**src/rtl/i2c_pkg.sv**
```systemverilog
// Shared I2C encodings for the master and slave ends of the link.
// Bus-level constants plus the debug-visible FSM state codes.
package i2c_pkg;

  localparam logic [2:0] MASTER_STATE_IDLE     = 3'd0;
  localparam logic [2:0] MASTER_STATE_START    = 3'd1;
  localparam logic [2:0] MASTER_STATE_ADDR     = 3'd2;
  localparam logic [2:0] MASTER_STATE_ACK_ADDR = 3'd3;
  localparam logic [2:0] MASTER_STATE_WRITE    = 3'd4;
  localparam logic [2:0] MASTER_STATE_READ     = 3'd5;
  localparam logic [2:0] MASTER_STATE_ACK      = 3'd6;
  localparam logic [2:0] MASTER_STATE_STOP     = 3'd7;

  typedef enum logic [2:0] {
    SLAVE_STATE_IDLE     = 3'd0,
    SLAVE_STATE_ADDRESS  = 3'd1,
    SLAVE_STATE_ACK_ADDR = 3'd2,
    SLAVE_STATE_TX       = 3'd3,
    SLAVE_STATE_RX       = 3'd4,
    SLAVE_STATE_ACK_RX   = 3'd5,
    SLAVE_STATE_MACK     = 3'd6
  } slave_state_t;

  localparam logic ACK   = 1'b0;
  localparam logic NACK  = 1'b1;
  localparam logic READ  = 1'b1;
  localparam logic WRITE = 1'b0;

endpackage

```
**src/rtl/i2c_sync_edge.sv**
```systemverilog
// Two-flop synchronizer plus edge register for one bus line; strobes are valid
// two clk after the pin change and sampled by the consumer on the third.
module i2c_sync_edge (
  input  logic clk,
  input  logic rst,
  input  logic din,
  output logic level,
  output logic rise,
  output logic fall
);

  logic [2:0] sr;

  // Resets high so an idle (pulled-up) bus produces no spurious edge.
  always_ff @(posedge clk or negedge rst) begin
    if (!rst) sr <= 3'b111;
    else      sr <= {sr[1:0], din};
  end

  assign level = sr[1];
  assign rise  = sr[1] & ~sr[2];
  assign fall  = ~sr[1] & sr[2];

endmodule

```
**src/rtl/i2c_slave.sv**
```systemverilog
// Single-address I2C target: oversamples SCL/SDA, ACKs its address, receives or transmits bytes.
// sda_out moves 1 clk after a detected SCL fall; data_req is combinational with the data_in latch.
module i2c_slave
  import i2c_pkg::*;
#(
  parameter logic [6:0] ADDR = 7'h42
) (
  input  logic       clk,
  input  logic       rst,
  input  logic       sclk,
  input  logic       sda_in,
  output logic       sda_out,
  input  logic [7:0] data_in,
  output logic       data_req,
  output logic [7:0] data_out,
  output logic       data_valid,
  output logic [2:0] state
);

  logic scl_lvl, scl_rise, scl_fall;
  logic sda_lvl, sda_rise, sda_fall;

  i2c_sync_edge u_scl (
    .clk   (clk),
    .rst   (rst),
    .din   (sclk),
    .level (scl_lvl),
    .rise  (scl_rise),
    .fall  (scl_fall)
  );

  i2c_sync_edge u_sda (
    .clk   (clk),
    .rst   (rst),
    .din   (sda_in),
    .level (sda_lvl),
    .rise  (sda_rise),
    .fall  (sda_fall)
  );

  logic start_det, stop_det;
  assign start_det = sda_fall & scl_lvl;
  assign stop_det  = sda_rise & scl_lvl;

  slave_state_t state_q, state_n;
  logic [3:0]   cnt_q, cnt_n;
  logic [7:0]   sh_q, sh_n, sh_in;
  logic [7:0]   dout_q, dout_n;
  logic         rw_q, rw_n;
  logic         mack_q, mack_n;
  logic         sda_q, sda_n;
  logic         dvld_q, dvld_n;
  logic         req;

  assign sh_in = {sh_q[6:0], sda_lvl};

  always_ff @(posedge clk or negedge rst) begin
    if (!rst) begin
      state_q <= SLAVE_STATE_IDLE;
      cnt_q   <= 4'd0;
      sh_q    <= 8'h00;
      dout_q  <= 8'h00;
      rw_q    <= WRITE;
      mack_q  <= NACK;
      sda_q   <= 1'b1;
      dvld_q  <= 1'b0;
    end else begin
      state_q <= state_n;
      cnt_q   <= cnt_n;
      sh_q    <= sh_n;
      dout_q  <= dout_n;
      rw_q    <= rw_n;
      mack_q  <= mack_n;
      sda_q   <= sda_n;
      dvld_q  <= dvld_n;
    end
  end

  always_comb begin
    state_n = state_q;
    cnt_n   = cnt_q;
    sh_n    = sh_q;
    dout_n  = dout_q;
    rw_n    = rw_q;
    mack_n  = mack_q;
    sda_n   = sda_q;
    dvld_n  = 1'b0;
    req     = 1'b0;

    if (stop_det) begin
      state_n = SLAVE_STATE_IDLE;
      sda_n   = 1'b1;
    end else if (start_det) begin
      state_n = SLAVE_STATE_ADDRESS;
      cnt_n   = 4'd0;
      sda_n   = 1'b1;
    end else begin
      case (state_q)
        SLAVE_STATE_IDLE: sda_n = 1'b1;

        SLAVE_STATE_ADDRESS: if (scl_rise) begin
          sh_n  = sh_in;
          cnt_n = cnt_q + 4'd1;
          if (cnt_q == 4'd7) begin
            rw_n    = sh_in[0];
            state_n = (sh_in[7:1] == ADDR) ? SLAVE_STATE_ACK_ADDR : SLAVE_STATE_IDLE;
          end
        end

        // sda_q doubles as the marker: released means the ACK period is just starting.
        SLAVE_STATE_ACK_ADDR: if (scl_fall) begin
          if (sda_q) begin
            sda_n = ACK;
          end else if (rw_q == READ) begin
            req     = 1'b1;
            sh_n    = data_in;
            sda_n   = data_in[7];
            cnt_n   = 4'd0;
            state_n = SLAVE_STATE_TX;
          end else begin
            sda_n   = 1'b1;
            cnt_n   = 4'd0;
            state_n = SLAVE_STATE_RX;
          end
        end

        SLAVE_STATE_TX: if (scl_fall) begin
          if (cnt_q == 4'd7) begin
            sda_n   = 1'b1;
            cnt_n   = 4'd8;
            mack_n  = NACK;
            state_n = SLAVE_STATE_MACK;
          end else begin
            sh_n  = {sh_q[6:0], 1'b0};
            sda_n = sh_q[6];
            cnt_n = cnt_q + 4'd1;
          end
        end

        SLAVE_STATE_MACK: begin
          if (scl_rise) begin
            mack_n = sda_lvl;
            if (sda_lvl == NACK) state_n = SLAVE_STATE_IDLE;
          end else if (scl_fall && mack_q == ACK) begin
            req     = 1'b1;
            sh_n    = data_in;
            sda_n   = data_in[7];
            cnt_n   = 4'd0;
            state_n = SLAVE_STATE_TX;
          end
        end

        SLAVE_STATE_RX: if (scl_rise) begin
          sh_n  = sh_in;
          cnt_n = cnt_q + 4'd1;
          if (cnt_q == 4'd7) begin
            dout_n  = sh_in;
            dvld_n  = 1'b1;
            state_n = SLAVE_STATE_ACK_RX;
          end
        end

        SLAVE_STATE_ACK_RX: if (scl_fall) begin
          if (sda_q) begin
            sda_n = ACK;
          end else begin
            sda_n   = 1'b1;
            cnt_n   = 4'd0;
            state_n = SLAVE_STATE_RX;
          end
        end

        default: begin
          state_n = SLAVE_STATE_IDLE;
          sda_n   = 1'b1;
        end
      endcase
    end
  end

  assign sda_out    = sda_q;
  assign data_req   = req;
  assign data_out   = dout_q;
  assign data_valid = dvld_q;
  assign state      = state_q;

endmodule
```
**config.mk**
```make
export PLATFORM = sky130hd
export DESIGN_NAME = i2c_slave
export DESIGN_NICKNAME = d
export VERILOG_FILES = /design/src/rtl/i2c_pkg.sv /design/src/rtl/i2c_sync_edge.sv /design/src/rtl/i2c_slave.sv
export SDC_FILE = /design/constraint.sdc
export NUM_CORES = 1
export LEC_CHECK = 0
export BUFFER_PORTS_ARGS = -buffer_cell sky130_fd_sc_hd__buf_2
export CAP_MARGIN = 0
export CORE_MARGIN = 8
export CORE_UTILIZATION = 55
export DETAILED_ROUTE_END_ITERATION = 10
export GPL_ROUTABILITY_DRIVEN = 0
export GPL_TIMING_DRIVEN = 0
export PLACE_DENSITY = 0.86
export SLEW_MARGIN = 20
export SYNTH_ARGS = -nofsm -noshare
export SYNTH_HDL_FRONTEND = slang
export SYNTH_HIERARCHICAL = 1
export SYNTH_SLANG_ARGS = --single-unit
```
**constraint.sdc**
```tcl
create_clock -name clk -period 4.55 [get_ports clk]
set_clock_uncertainty 0.15 [all_clocks]
set_input_delay 0.455 -clock clk [delete_from_list [all_inputs] [get_ports clk]]
set_output_delay 0.455 -clock clk [all_outputs]
set_load 0.01 [all_outputs]
```
==> impl_metrics.tcl <==
set metrics [dict create \
    status "finished clean" \
    layout_common_cells "buf_2, dfrtp_1, mux2_2" \
    ant_nets 0 \
    core_um2 3280 \
    hold_violations 0 \
    start_util_pct 56.7 \
    arrival_ns 2.85 \
    first_global_vias 1546 \
    fp.dieH_um 74.2 \
    post_cts_buffers 0 \
    powerDensity_nw_per_um2 427 \
    placed_area_um2 2050 \
    crit_path_max_incr_delay_ns 0.59 \
    dieArea_um2 5510 \
    setup_tns_ns 0 \
    antenna_cells 0 \
    final_common_cell "buf_2" \
    layout.nets 219 \
    synthesis.instances 174 \
    clockBufferDepth 2 \
    dpl.hpwl_mm 2.99 \
    via_per_inst 6.13 \
    syn_to_final_growth_pct 13.5 \
    clk_latency_ns 0.33 \
    cts.htree.levels 2 \
    grt_overflow 0 \
    crit_slowest_cell "dfstp_2" \
    ys.flop_type "dfrtp_1" \
    ios 26 \
    crit_family "simple AND/OR/NAND/NOR gates" \
    drtPass1Iterations 4 \
    critPathCaptureType "flip-flop" \
    dr_total_vias 1550 \
    grt_max_degree 33 \
    synth_async_sr_flop_share_pct 100 \
    antenna_found_initial 0 \
    startpoint_type "flip-flop" \
    relSlewSlack_pct 49.8 \
    min_period_ns 2.78 \
    tritoncts "yes" \
    avgSynthCellArea_um2 10.7 \
    wl_per_cell_um 16.2 \
    tightest_slew_ns 0.748 \
    synth-edff-count 0 \
    worstSetupStartpoint "u_scl/sr[1]$_DFF_PN1_" \
    path_cells "nor2b_1, nor2_1, and3_1, o31ai_1, or2_2, mux2_2" \
    drive_above_1_share_pct 39.1 \
    drt_iter0_drc 134 \
    cts_sinks 32 \
    multi_input_area_um2 986 \
    grt_usage_pct 16.9 \
    port_buffers 25 \
    yosysUniqueCellTypes 51 \
    critical_path_buf_inv_count 0 \
    rsz0062_at_grt "false" \
    setup_viol 0 \
    path_clk_slew_ns 0.09 \
    cp_data_required_time_ns 4.62 \
    ir_drop_v 0.000237 \
    maxSlewViolCount 0 \
    syn-cell-area_um2 1860 \
    cts_made_buffers 5 \
    row_count 21 \
    syn-num-nets 187 \
    ys.warnings.count 6 \
    grt_first_pass_wirelength_mm 7.25 \
    min_path_type "input pin to asynchronous set/reset pin" \
    final_area_um2 2110 \
    crit_type "flip-flop to flip-flop" \
    max_clock_freq_mhz 360 \
    fillers 288 \
    synth_seq_area_share_pct 43.5 \
    yosys_register_bits 32 \
    register_area_um2 811 \
    die-width_um 74.2 \
    ctsRootBufferMaster "clkbuf_4" \
    max_cap_violations 0 \
    cts_resized 0 \
    hold_buffers 0 \
    drc_errors 0 \
    totalWireLength_mm 4.11 \
    cp_max_fo 8 \
    layout_worst_path_cycle_share_pct 61.0 \
    r2r_start "u_scl/sr[1]$_DFF_PN1_" \
    power.leakage_nw 0.930 \
]
==> flip-flops by register name (all words and copies together) (netlist names) <==
name / flops
data_out: 8
sh_q: 7
cnt_q: 4
state: 3
u_scl/sr: 3
u_sda/sr: 3
data_valid: 1
mack_q: 1
rw_q: 1
sda_out: 1
==> layer usage <==
layer	vias to the layer above	track usage, %	wire length (um)
met3	10	5.93	379
met2	75	25.1	1760
li1	716	-	-
met4	0	6.65	68
met5	-	0	0
met1	749	21.9	1900
==> cell families (layout without fill, tap and decap cells) <==
family / Yosys count / count (layout) / synth area share, %
flops: 32 / 32 / 43.5
simple gates: 54 / 54 / 17.8
fa+ha+maj: 1 / 1 / 0.671
mux: 25 / 25 / 15.0
compound gates: 48 / 48 / 19.0
xor+xnor: 1 / 1 / 0.470
buf+inv: 13 / 46 / 3.56
==> worst reg2reg max path, cell delays in order (launching register included) <==
cell     delay (ns)
dfstp_2        0.59
nor2b_1        0.43
nor2_1         0.20
and3_1         0.23
o31ai_1        0.50
or2_2          0.25
mux2_2         0.33
==> where the power goes <==
part / switching [mW] / internal (mW) / total (mW)
clock: 0.0938 / 0.0909 / 0.185
combinational: 0.152 / 0.161 / 0.313
sequential: 0.0587 / 0.346 / 0.405
total: 0.304 / 0.598 / 0.902
==> layout make-up <==
class	count	share of cell area, %
Tap cell	46	2.72
Inverter	4	0.710
Buffer	9	2.43
Sequential cell	32	38.3
Timing Repair Buffer	25	5.92
Clock buffer	8	3.25
Multi-Input combinational cell	129	46.6
==> through the flow <==
| step | power, mW | cells | hold slack (ns) | worst slack [ns] | utilization (%) |
|---|---|---|---|---|---|
| 2_1_floorplan | 0.638 | 174 | 0.00941 | 2.23 | - |
| 3_3_place_gp | 0.707 | 245 | 0.196 | 1.83 | 62.3 |
| 3_5_place_dp | 0.720 | 245 | 0.197 | 1.86 | 62.3 |
| 4_1_cts | 0.906 | 253 | 0.0185 | 1.85 | 64.4 |
| 5_1_grt | 0.966 | 253 | 0.0332 | 1.61 | 64.4 |
| 6_report | 0.902 | 253 | 0.0104 | 1.77 | 64.4 |
==> Yosys cell counts, types with 2 or more instances <==
cell type | count | area [um2]
buf_4 | 2 | 15.0
o21ai_0 | 8 | 40.0
dfrtp_1 | 24 | 601
o211ai_1 | 3 | 22.5
and2b_2 | 2 | 17.5
inv_1 | 4 | 15.0
nand2_1 | 8 | 30.0
buf_2 | 2 | 10.0
mux2i_1 | 2 | 20.0
o21a_1 | 3 | 22.5
clkbuf_1 | 3 | 11.3
or2_2 | 2 | 12.5
a311oi_1 | 2 | 17.5
or4b_2 | 2 | 20.0
nor2_1 | 6 | 22.5
a31oi_1 | 4 | 25.0
nand3_1 | 3 | 15.0
o31ai_1 | 3 | 22.5
nor2b_1 | 5 | 31.3
nand3b_1 | 2 | 15.0
nor3_1 | 8 | 40.0
and3_1 | 2 | 12.5
a21oi_1 | 11 | 55.1
nand2b_1 | 7 | 43.8
mux2_2 | 23 | 259
dfstp_2 | 8 | 210
==> path summary, 6_finish.rpt <==
kind | end | cells after the start | slack, ns
setup / recovery | cnt_q[0]$_DFFE_PN0P_ | 6 | 1.77
hold / removal | data_valid$_DFF_PN0_ | 1 | 0.01
setup reg to reg | cnt_q[0]$_DFFE_PN0P_ | 6 | 1.77
hold reg to reg | u_scl/sr[1]$_DFF_PN1_ | 0 | 0.20
max in group asynchronous | cnt_q[2]$_DFFE_PN0P_ | 1 | 3.79
min in group clk | u_scl/sr[0]$_DFF_PN1_ | 1 | 0.07
Power figures use the tool's default switching activity.
